**config.mk**
```make
export PLATFORM = sky130hd
export DESIGN_NAME = fp_mul_arbiter
export DESIGN_NICKNAME = d
export VERILOG_FILES = /design/src/rtl/fp_mul_arbiter.sv
export SDC_FILE = /design/constraint.sdc
export NUM_CORES = 1
export LEC_CHECK = 0
export BUFFER_PORTS_ARGS = -buffer_cell sky130_fd_sc_hd__buf_2
export CORE_AREA = 5 5 154 156
export CTS_CLUSTER_DIAMETER = 30
export DETAILED_ROUTE_END_ITERATION = 16
export DIE_AREA = 0 0 159 161
export PLACE_DENSITY_LB_ADDON = 0.2
export REMOVE_ABC_BUFFERS = 1
export SLEW_MARGIN = 20
export SYNTH_ARGS = -nofsm -noshare
export SYNTH_HDL_FRONTEND = slang
export SYNTH_SLANG_ARGS = --single-unit
```
**constraint.sdc**
```tcl
create_clock -name clk -period 2.5 [get_ports clk]
set_input_delay 0.125 -clock clk [delete_from_list [all_inputs] [get_ports clk]]
set_output_delay 0.125 -clock clk [all_outputs]
set_load 0.03 [all_outputs]
```
**src/rtl/fp_mul_arbiter.sv**
```systemverilog
// Round-robin arbiter sharing one floating-point multiplier among NUM_REQ
// requesters. It issues one operation at a time, waits for done with a
// timeout, and returns the result on a valid/ready response channel.
module fp_mul_arbiter #(
  parameter int unsigned NUM_REQ = 4,
  parameter int unsigned TIMEOUT = 16
) (
  input  logic                         clk,
  input  logic                         rst_n,
  input  logic [NUM_REQ-1:0]           req_valid_i,
  output logic [NUM_REQ-1:0]           req_ready_o,
  input  logic [32*NUM_REQ-1:0]        req_a_i,
  input  logic [32*NUM_REQ-1:0]        req_b_i,
  output logic                         rsp_valid_o,
  input  logic                         rsp_ready_i,
  output logic [$clog2(NUM_REQ)-1:0]   rsp_id_o,
  output logic [31:0]                  rsp_product_o,
  output logic [4:0]                   rsp_flags_o,
  output logic                         mul_start_o,
  output logic [31:0]                  mul_a_o,
  output logic [31:0]                  mul_b_o,
  input  logic                         mul_done_i,
  input  logic                         mul_nan_i,
  input  logic                         mul_infinit_i,
  input  logic                         mul_overflow_i,
  input  logic                         mul_underflow_i,
  input  logic [31:0]                  mul_product_i,
  output logic                         busy_o
);

  localparam int unsigned IDW = $clog2(NUM_REQ);

  typedef enum logic [1:0] {IDLE, ISSUE, WAIT, RESP} state_e;

  state_e           state_q, state_d;
  logic [IDW-1:0]   last_grant_q, last_grant_d;
  logic [IDW-1:0]   id_q, id_d;
  logic [31:0]      a_q, a_d, b_q, b_d;
  logic [7:0]       timer_q, timer_d;
  logic             start_q, start_d;
  logic             rsp_valid_q, rsp_valid_d;
  logic [31:0]      product_q, product_d;
  logic [4:0]       flags_q, flags_d;
  logic             busy_q, busy_d;

  logic             found;
  logic [IDW-1:0]   grant_idx;
  logic [NUM_REQ-1:0] grant_oh;
  logic [31:0]      a_sel, b_sel;

  // Round-robin search from last_grant+1 with wrap; constant indices only.
  always_comb begin
    found     = 1'b0;
    grant_idx = '0;
    grant_oh  = '0;
    a_sel     = '0;
    b_sel     = '0;
    for (int unsigned i = 1; i <= NUM_REQ; i++) begin
      for (int unsigned k = 0; k < NUM_REQ; k++) begin
        if (!found && req_valid_i[k] && (k == (32'(last_grant_q) + i) % NUM_REQ)) begin
          found     = 1'b1;
          grant_idx = IDW'(k);
        end
      end
    end
    for (int unsigned k = 0; k < NUM_REQ; k++) begin
      grant_oh[k] = found && (grant_idx == IDW'(k));
      if (grant_oh[k]) begin
        a_sel = req_a_i[32*k +: 32];
        b_sel = req_b_i[32*k +: 32];
      end
    end
  end

  // Next-state and registered-output logic for the IDLE/ISSUE/WAIT/RESP FSM.
  always_comb begin
    state_d      = state_q;
    last_grant_d = last_grant_q;
    id_d         = id_q;
    a_d          = a_q;
    b_d          = b_q;
    timer_d      = timer_q;
    start_d      = 1'b0;
    rsp_valid_d  = rsp_valid_q;
    product_d    = product_q;
    flags_d      = flags_q;
    req_ready_o  = '0;
    unique case (state_q)
      IDLE: begin
        req_ready_o = grant_oh;
        // found implies the granted bit is valid, so this is the acceptance.
        if (found) begin
          a_d          = a_sel;
          b_d          = b_sel;
          id_d         = grant_idx;
          last_grant_d = grant_idx;
          start_d      = 1'b1;
          state_d      = ISSUE;
        end
      end
      ISSUE: begin
        timer_d = '0;
        state_d = WAIT;
      end
      WAIT: begin
        if (mul_done_i) begin
          product_d   = mul_product_i;
          flags_d     = {1'b0, mul_underflow_i, mul_overflow_i, mul_infinit_i, mul_nan_i};
          rsp_valid_d = 1'b1;
          state_d     = RESP;
        end else if (timer_q == 8'(TIMEOUT - 1)) begin
          product_d   = 32'h7FC0_0000;
          flags_d     = 5'b10000;
          rsp_valid_d = 1'b1;
          state_d     = RESP;
        end else begin
          timer_d = timer_q + 8'd1;
        end
      end
      RESP: begin
        if (rsp_ready_i) begin
          rsp_valid_d = 1'b0;
          state_d     = IDLE;
        end
      end
      default: state_d = IDLE;
    endcase
    busy_d = (state_d != IDLE);
  end

  // State and output registers with synchronous active-low reset.
  always_ff @(posedge clk) begin
    if (!rst_n) begin
      state_q      <= IDLE;
      last_grant_q <= IDW'(NUM_REQ - 1);
      id_q         <= '0;
      a_q          <= '0;
      b_q          <= '0;
      timer_q      <= '0;
      start_q      <= 1'b0;
      rsp_valid_q  <= 1'b0;
      product_q    <= '0;
      flags_q      <= '0;
      busy_q       <= 1'b0;
    end else begin
      state_q      <= state_d;
      last_grant_q <= last_grant_d;
      id_q         <= id_d;
      a_q          <= a_d;
      b_q          <= b_d;
      timer_q      <= timer_d;
      start_q      <= start_d;
      rsp_valid_q  <= rsp_valid_d;
      product_q    <= product_d;
      flags_q      <= flags_d;
      busy_q       <= busy_d;
    end
  end

  assign rsp_valid_o   = rsp_valid_q;
  assign rsp_id_o      = id_q;
  assign rsp_product_o = product_q;
  assign rsp_flags_o   = flags_q;
  assign mul_start_o   = start_q;
  assign mul_a_o       = a_q;
  assign mul_b_o       = b_q;
  assign busy_o        = busy_q;

endmodule

```
==> metrics.txt, run 1 <==
type of the worst setup path=register to register; H-tree Lvls=4; number of synthesized flops with an enable pin=0; global-route wire length before repair=43500 um; Slew HR=0.329; Worst Skew=0.0166 ns; hpwl dp=19200 um; fill cell count=2200; register bit total from synthesis=118; smallest hold slack=0.0147 ns; setup violators final=0; Final Cycle Share=0.911; drt drc=0; clk buf depth=2; GRT Residual Overflow=0; average footprint of a synthesized cell=8.94 sq um; critical-path cell list=o21ai_0 -> o221a_2 -> buf_12 -> a221oi_1 -> dlygate4sd3_1 -> o21ai_1; initial antenna violation count=7; fin. max-slew vios=0; Main synth FF type=dfxtp_1; Data required, critical path=2.80 ns; critical path peak fanout=66; leakage power=0.00451 uW; Starting Density=0.276; Critical path origin=last_grant_q[1]$_SDFFE_PN1P_; reg2reg setup slack=0.22 ns; maximum vdd drop=0.346 mV; Max-Cap Viols=0; combinational share of power=0.354; area occupied by multi-input gates=0.00341 sq mm; Die X=159 um; gpl congestion=0.816; area growth from synthesis to layout=56.2%; post-synth design cell area=0.00613 sq mm; Final nets=1406; Levels on crit path=6; Clock Sinks=118; 1st-pass router iterations=5; Final Total Pwr=7490 uW; net switching power=2840 uW; Least-Margin Pin Slew=1.01 ns; row cnt=55; setup_tns=0 ns; final setup margin=0.224 ns; max incr delay on CP=0.59 ns; Die Ht=161 um; total track usage=0.207; R2R depth=6; TritonCTS clock tree=built; WL final=28000 um; Final ANT Viol Nets=0; largest net degree at the start of global routing=67; CP delay by family, top=compound AO/OA/AOI/OAI gates; share of cells above drive strength 1=0.435; RSZ-0062 raised after global routing=no; Startpoint Class=register; Yosys warnings=0; Routed WL per cell=19.9 um; overall via count from detail_route=7611; Core Util, Final=0.431; sequential share of power=0.311; CP max stage cell=dlygate4sd3_1; outcome=finished, final reports clean; count of input and output buffers=409; pre-CTS setup slack=0.405 ns; worst min path class=input port to register; Netlist cell types=48; Clock Power Share=0.335; via/cell ratio=5.41; vias in the first global route=7769; Critical path destination=mul_a_o[30]$_SDFFE_PN0P_; Mapped Cells=686; die area=0.0256 sq mm; num ports=410; fmax=0.439 GHz; core area=0.0222 sq mm; WP data arrival=2.58 ns; sequential cell area=0.00236 sq mm; CP bufs+invs=2; Seq/Total Area, Yosys=0.385; initial DRC count=416; CP endpoint kind=register; clk slew on worst S/H paths=0.07 ns; Sw Share=0.379; final-report hold violation count=0; reg2reg start=last_grant_q[1]$_SDFFE_PN1P_; worst reg2reg path endpoint=mul_a_o[30]$_SDFFE_PN0P_; clock tree root buffer cell=clkbuf_16; Cell Pwr Density=782 mW/mm^2; Inserted Clock Buffers=17; Int Pwr=4650 uW; Clk Latency, worst-skew pair=0.42 ns; min cycle time layout=2.28 ns; ys async rst share=0
==> cell type report <==
class                      instances  share of cell area
antenna                            4             0.00104
clock buffer                      17              0.0444
clock inverter                    15              0.0175
inverter                           4             0.00157
multi-input combinational        484               0.356
sequential                       118               0.247
tap                              285              0.0372
timing repair buffer             480               0.296
==> worst min-delay path: stages <==
cell	delay, ns
buf_2	0.08
nor3_1	0.04
nor3_1	0.14
==> kinds of logic after synthesis <==
group	after synthesis	share of synthesized area
AOI/OAI and AO/OA	267	0.363
buffers and inverters	84	0.0642
and+or+nand+nor	213	0.181
DFF	118	0.385
xor gates and xnor gates	3	0.00428
adders and majority gates	1	0.00204
==> synthesized netlist by cell type (2+ instances only) <==
cell / number / share of area
buf_6: 4 / 0.0073
nor3b_1: 2 / 0.0024
or2_2: 2 / 0.0020
a21o_1: 65 / 0.080
a221oi_2: 10 / 0.024
nand2b_1: 6 / 0.0061
inv_1: 4 / 0.0024
a211oi_1: 3 / 0.0037
dfxtp_1: 118 / 0.39
buf_1: 3 / 0.0018
a22oi_1: 27 / 0.033
a21oi_1: 11 / 0.0090
o21ai_0: 5 / 0.0041
buf_4: 2 / 0.0024
nor2_1: 8 / 0.0049
a221oi_1: 55 / 0.079
buf_2: 33 / 0.027
o22ai_1: 3 / 0.0031
o221a_2: 10 / 0.018
o211ai_1: 2 / 0.0024
nor3_1: 132 / 0.11
and3_1: 4 / 0.0041
a21boi_0: 3 / 0.0037
nor4_1: 2 / 0.0020
nand3_1: 9 / 0.0073
nor2b_1: 28 / 0.029
xnor2_1: 2 / 0.0029
nand2_1: 13 / 0.0080
o221ai_1: 64 / 0.091
clkbuf_1: 38 / 0.023
==> per-stage QoR <==
step	instances	cell area [sq um]
global placement	1315	8420
finish	1407	9580
CTS	1402	9560
detailed placement	1315	8420
global route	1407	9580
floorplan	606	5760
==> power by group through the flow <==
stage,clock network (uW),registers (uW),logic [uW]
3_5_place_dp,0,2370,2580
4_1_cts,2580,2330,2660
6_report,2510,2330,2650
5_1_grt,2660,2360,2860
3_3_place_gp,0,2360,2590
2_1_floorplan,0,2790,1110
==> repair_timing <==
item | CTS | global route
endpoints found under the hold margin | 54 | 0
buffers inserted | 0 | 1
endpoints found under the setup margin | 0 | 2
hold buffers | 55 | 0
resized for setup | 0 | 1
==> cell usage in the layout, fill, tap and decap left out, types with 3 or more instances in the layout <==
| master | count |
|---|---|
| buf_12 | 9 |
| nor2b_1 | 28 |
| a211oi_1 | 3 |
| o221a_2 | 10 |
| nor2_1 | 8 |
| inv_6 | 5 |
| a21boi_0 | 3 |
| inv_1 | 4 |
| clkbuf_16 | 17 |
| diode_2 | 4 |
| clkinvlp_4 | 3 |
| nor3_1 | 131 |
| nand2b_1 | 5 |
| a22oi_1 | 27 |
| buf_4 | 7 |
| a221oi_2 | 10 |
| dlygate4sd3_1 | 55 |
| a221oi_1 | 55 |
| buf_2 | 408 |
| nand3_1 | 9 |
| dfxtp_1 | 118 |
| a21oi_1 | 10 |
| nand2_1 | 13 |
| a21o_1 | 64 |
| o22ai_1 | 3 |
| o21ai_0 | 5 |
| o221ai_1 | 64 |
| and3_1 | 4 |
==> flip-flops by register name (all words and copies together), names as in the netlist <==
name / count
mul_a_o: 32
mul_b_o: 32
rsp_product_o: 32
timer_q: 8
rsp_flags_o: 5
last_grant_q: 2
rsp_id_o: 2
state_q: 2
busy_o: 1
mul_start_o: 1
rsp_valid_o: 1
==> metal layers <==
layer  part of all wire  track usage
met5             0.0010            0
met4              0.015       0.0597
met3              0.076       0.0640
met2               0.50        0.361
met1               0.40        0.247
==> worst min path at each step <==
stage                           start                             end  slack, ns  depth (start not counted)
global placement    mul_product_i[17]  rsp_product_o[17]$_SDFFE_PN0P_       0.39                          3
finish                    req_a_i[98]         mul_a_o[2]$_SDFFE_PN0P_       0.01                          3
CTS                      req_b_i[110]        mul_b_o[14]$_SDFFE_PN0P_     0.0001                          3
global route              req_a_i[98]         mul_a_o[2]$_SDFFE_PN0P_       0.01                          3
detailed placement  mul_product_i[15]  rsp_product_o[15]$_SDFFE_PN0P_       0.39                          3
floorplan                       rst_n    last_grant_q[1]$_SDFFE_PN1P_       0.20                          1
No activity file was read; power rests on OpenSTA's default activity.
==> run 2, diff against run 1 <==
--- a/config.mk
+++ b/config.mk
@@ -10,6 +10,7 @@
 export CTS_CLUSTER_DIAMETER = 30
 export DETAILED_ROUTE_END_ITERATION = 16
 export DIE_AREA = 0 0 159 161
+export HOLD_SLACK_MARGIN = 0.06
 export PLACE_DENSITY_LB_ADDON = 0.2
 export REMOVE_ABC_BUFFERS = 1
 export SLEW_MARGIN = 20
==> constraint.sdc (replaced) <==
create_clock -name clk -period 2.5 [get_ports clk]
set_input_delay 0.125 -clock clk [delete_from_list [all_inputs] [get_ports clk]]
set_output_delay 0.125 -clock clk [all_outputs]
set_load 0.01 [all_outputs]
==> run 2 against run 1 <==
Compared with the run above:
- sequential power about the same
- clock power about the same
- critical path depth up 1
- cell area up 18%
- largest cell class is now buffers
- largest power group unchanged
==> metrics.txt, run 2 (synthesis results as in run 1) <==
Data required, critical path=2.85 ns (+0.05 ns); global-route wire length before repair=48400 um (+11%); clock tree root buffer cell=clkbuf_16; hold path cells=3 (unchanged); WP data arrival=2.71 ns (+0.13 ns); RSZ-0062 raised after global routing=no; initial DRC count=674 (+62%); fmax=0.424 GHz (-3.6%); WL final=31100 um (+11%); CP endpoint kind=register; Die Ht=161 um (unchanged); largest net degree at the start of global routing=67 (unchanged); Inserted Clock Buffers=17 (unchanged); die area=0.0256 sq mm (unchanged); core area=0.0222 sq mm (unchanged); Final nets=1578 (+12%); drt drc=0 (unchanged); Routed WL per cell=19.7 um (-1.2%); Max-Cap Viols=0 (unchanged); row cnt=55 (unchanged); Hold EP=mul_b_o[30]$_SDFFE_PN0P_; worst reg2reg path endpoint=mul_a_o[30]$_SDFFE_PN0P_; clk slew on worst S/H paths=0.06 ns (about the same); reg2reg start=state_q[1]$_SDFF_PN0_; hold path startpoint=req_b_i[62]; fill cell count=2037 (-7.4%); initial antenna violation count=4 (-3); most frequent cells in the layout=buf_2 (408), dlygate4sd3_1 (227), nor3_1 (131); hpwl dp=19200 um (unchanged); Clk Latency, worst-skew pair=0.42 ns (about the same); type of the worst setup path=register to register; num ports=410 (unchanged); R2R depth=7 (+1); H-tree Lvls=4 (unchanged); Worst Skew=0.0158 ns (-0.000790 ns); reg2reg setup slack=0.14 ns (-0.08 ns); final-report hold violation count=0 (unchanged); area growth from synthesis to layout=84.3%; total track usage=0.228 (+0.0211); Cell Pwr Density=654 mW/mm^2 (-16%); leakage power=0.00523 uW (+16%); maximum vdd drop=0.348 mV (+0.39%); Slew HR=0.315 (-0.0140); overall via count from detail_route=8665 (+14%); outcome=finished, final reports clean; pre-CTS setup slack=0.405 ns (unchanged); final setup margin=0.139 ns (-0.0846 ns); share of cells above drive strength 1=0.378 (-0.0572); GRT Residual Overflow=0 (unchanged); 1st-pass router iterations=5 (unchanged); count of input and output buffers=409 (unchanged); vias in the first global route=9238 (+19%); Least-Margin Pin Slew=1.03 ns (+0.0210 ns); fin. max-slew vios=0 (unchanged); Clock Sinks=118 (unchanged); Startpoint Class=register; via/cell ratio=5.48 (+1.4%); commonest non-fill, non-tap cell in the layout=buf_2; TritonCTS clock tree=built; Starting Density=0.276 (unchanged); worst min path class=input port to register; Die X=159 um (unchanged); clk buf depth=2 (unchanged); gpl congestion=0.816 (unchanged); min cycle time layout=2.36 ns (+0.0846 ns); smallest hold slack=0.0552 ns (+0.0405 ns); setup violators final=0 (unchanged); critical path peak fanout=44 (-33%); Final ANT Viol Nets=0 (unchanged); Final Cycle Share=0.944 (+0.0339)
## run 2: cell types whose count changed in the layout (fill, tap and decap cells not counted), sizes merged
cell | previous run | this run
diode | 4 | 5
dlygate4sd3 | 55 | 227
## run 2: timing repair
action                                 4_1_cts  5_1_grt
setup buffers                                0        1
hold buffers                               227        0
endpoints found under the hold margin      100        0
setup endpoints to repair                    0        2
gates resized for setup                      0        2
## run 2: power by group
group | switching (uW) | leakage (uW) | total (uW) | internal, uW
Combinational | 1340 | 0.00397 | 2550 | 1200
Clock | 1020 | 0.000285 | 2510 | 1490
Sequential | 205 | 0.000968 | 2340 | 2130
Total | 2560 | 0.00523 | 7390 | 4830
## run 2: worst max path at each step
stage,slack (ns),cells past startpoint,from,end
after floorplan,-2.37,5,last_grant_q[0]$_SDFFE_PN1P_,mul_a_o[0]$_SDFFE_PN0P_
final,0.14,7,state_q[1]$_SDFF_PN0_,mul_a_o[30]$_SDFFE_PN0P_
after global routing,0.007,7,state_q[1]$_SDFF_PN0_,mul_a_o[30]$_SDFFE_PN0P_
after global placement,0.42,6,state_q[1]$_SDFF_PN0_,mul_b_o[29]$_SDFFE_PN0P_
after detailed placement,0.41,6,state_q[1]$_SDFF_PN0_,mul_a_o[23]$_SDFFE_PN0P_
after CTS,0.03,7,last_grant_q[1]$_SDFFE_PN1P_,mul_a_o[30]$_SDFFE_PN0P_
## run 2: per-layer routing
layer | up-vias | routed length [um] | track usage
met5 | - | 0 | 0
met4 | 0 | 1130 | 0.102
met3 | 104 | 2480 | 0.0666
met2 | 510 | 15600 | 0.403
met1 | 4106 | 11900 | 0.255
li1 | 3945 | - | -
## run 2: critical path, stage by stage, from the launching register on
cell	delay, ns
dfxtp_1	0.43
or2_1	0.40
a21oi_4	0.20
buf_12	0.25
and2_1	0.18
o221ai_1	0.11
dlygate4sd3_1	0.59
o21ai_1	0.12
## run 2: metrics by stage
stage	setup TNS (ns)	std cells	utilization	area, sq um	total power, uW
floorplan	-156.76	606	-	5760	3540
global placement	0	1315	0.379	8420	4590
detailed placement	0	1315	0.379	8420	4580
CTS	0	1574	0.508	11300	7420
global route	0	1579	0.509	11300	7770
finish	0	1580	0.509	11300	7390
## run 2: layout make-up
class,count,area [sq um],share of cell area
Antenna cell,5,12.5,0.00111
Clock buffer,17,425,0.0376
Clock inverter,15,168,0.0148
Inverter,4,15.0,0.00133
Multi-Input combinational cell,484,3410,0.302
Sequential cell,118,2360,0.209
Tap cell,285,357,0.0315
Timing Repair Buffer,652,4560,0.403
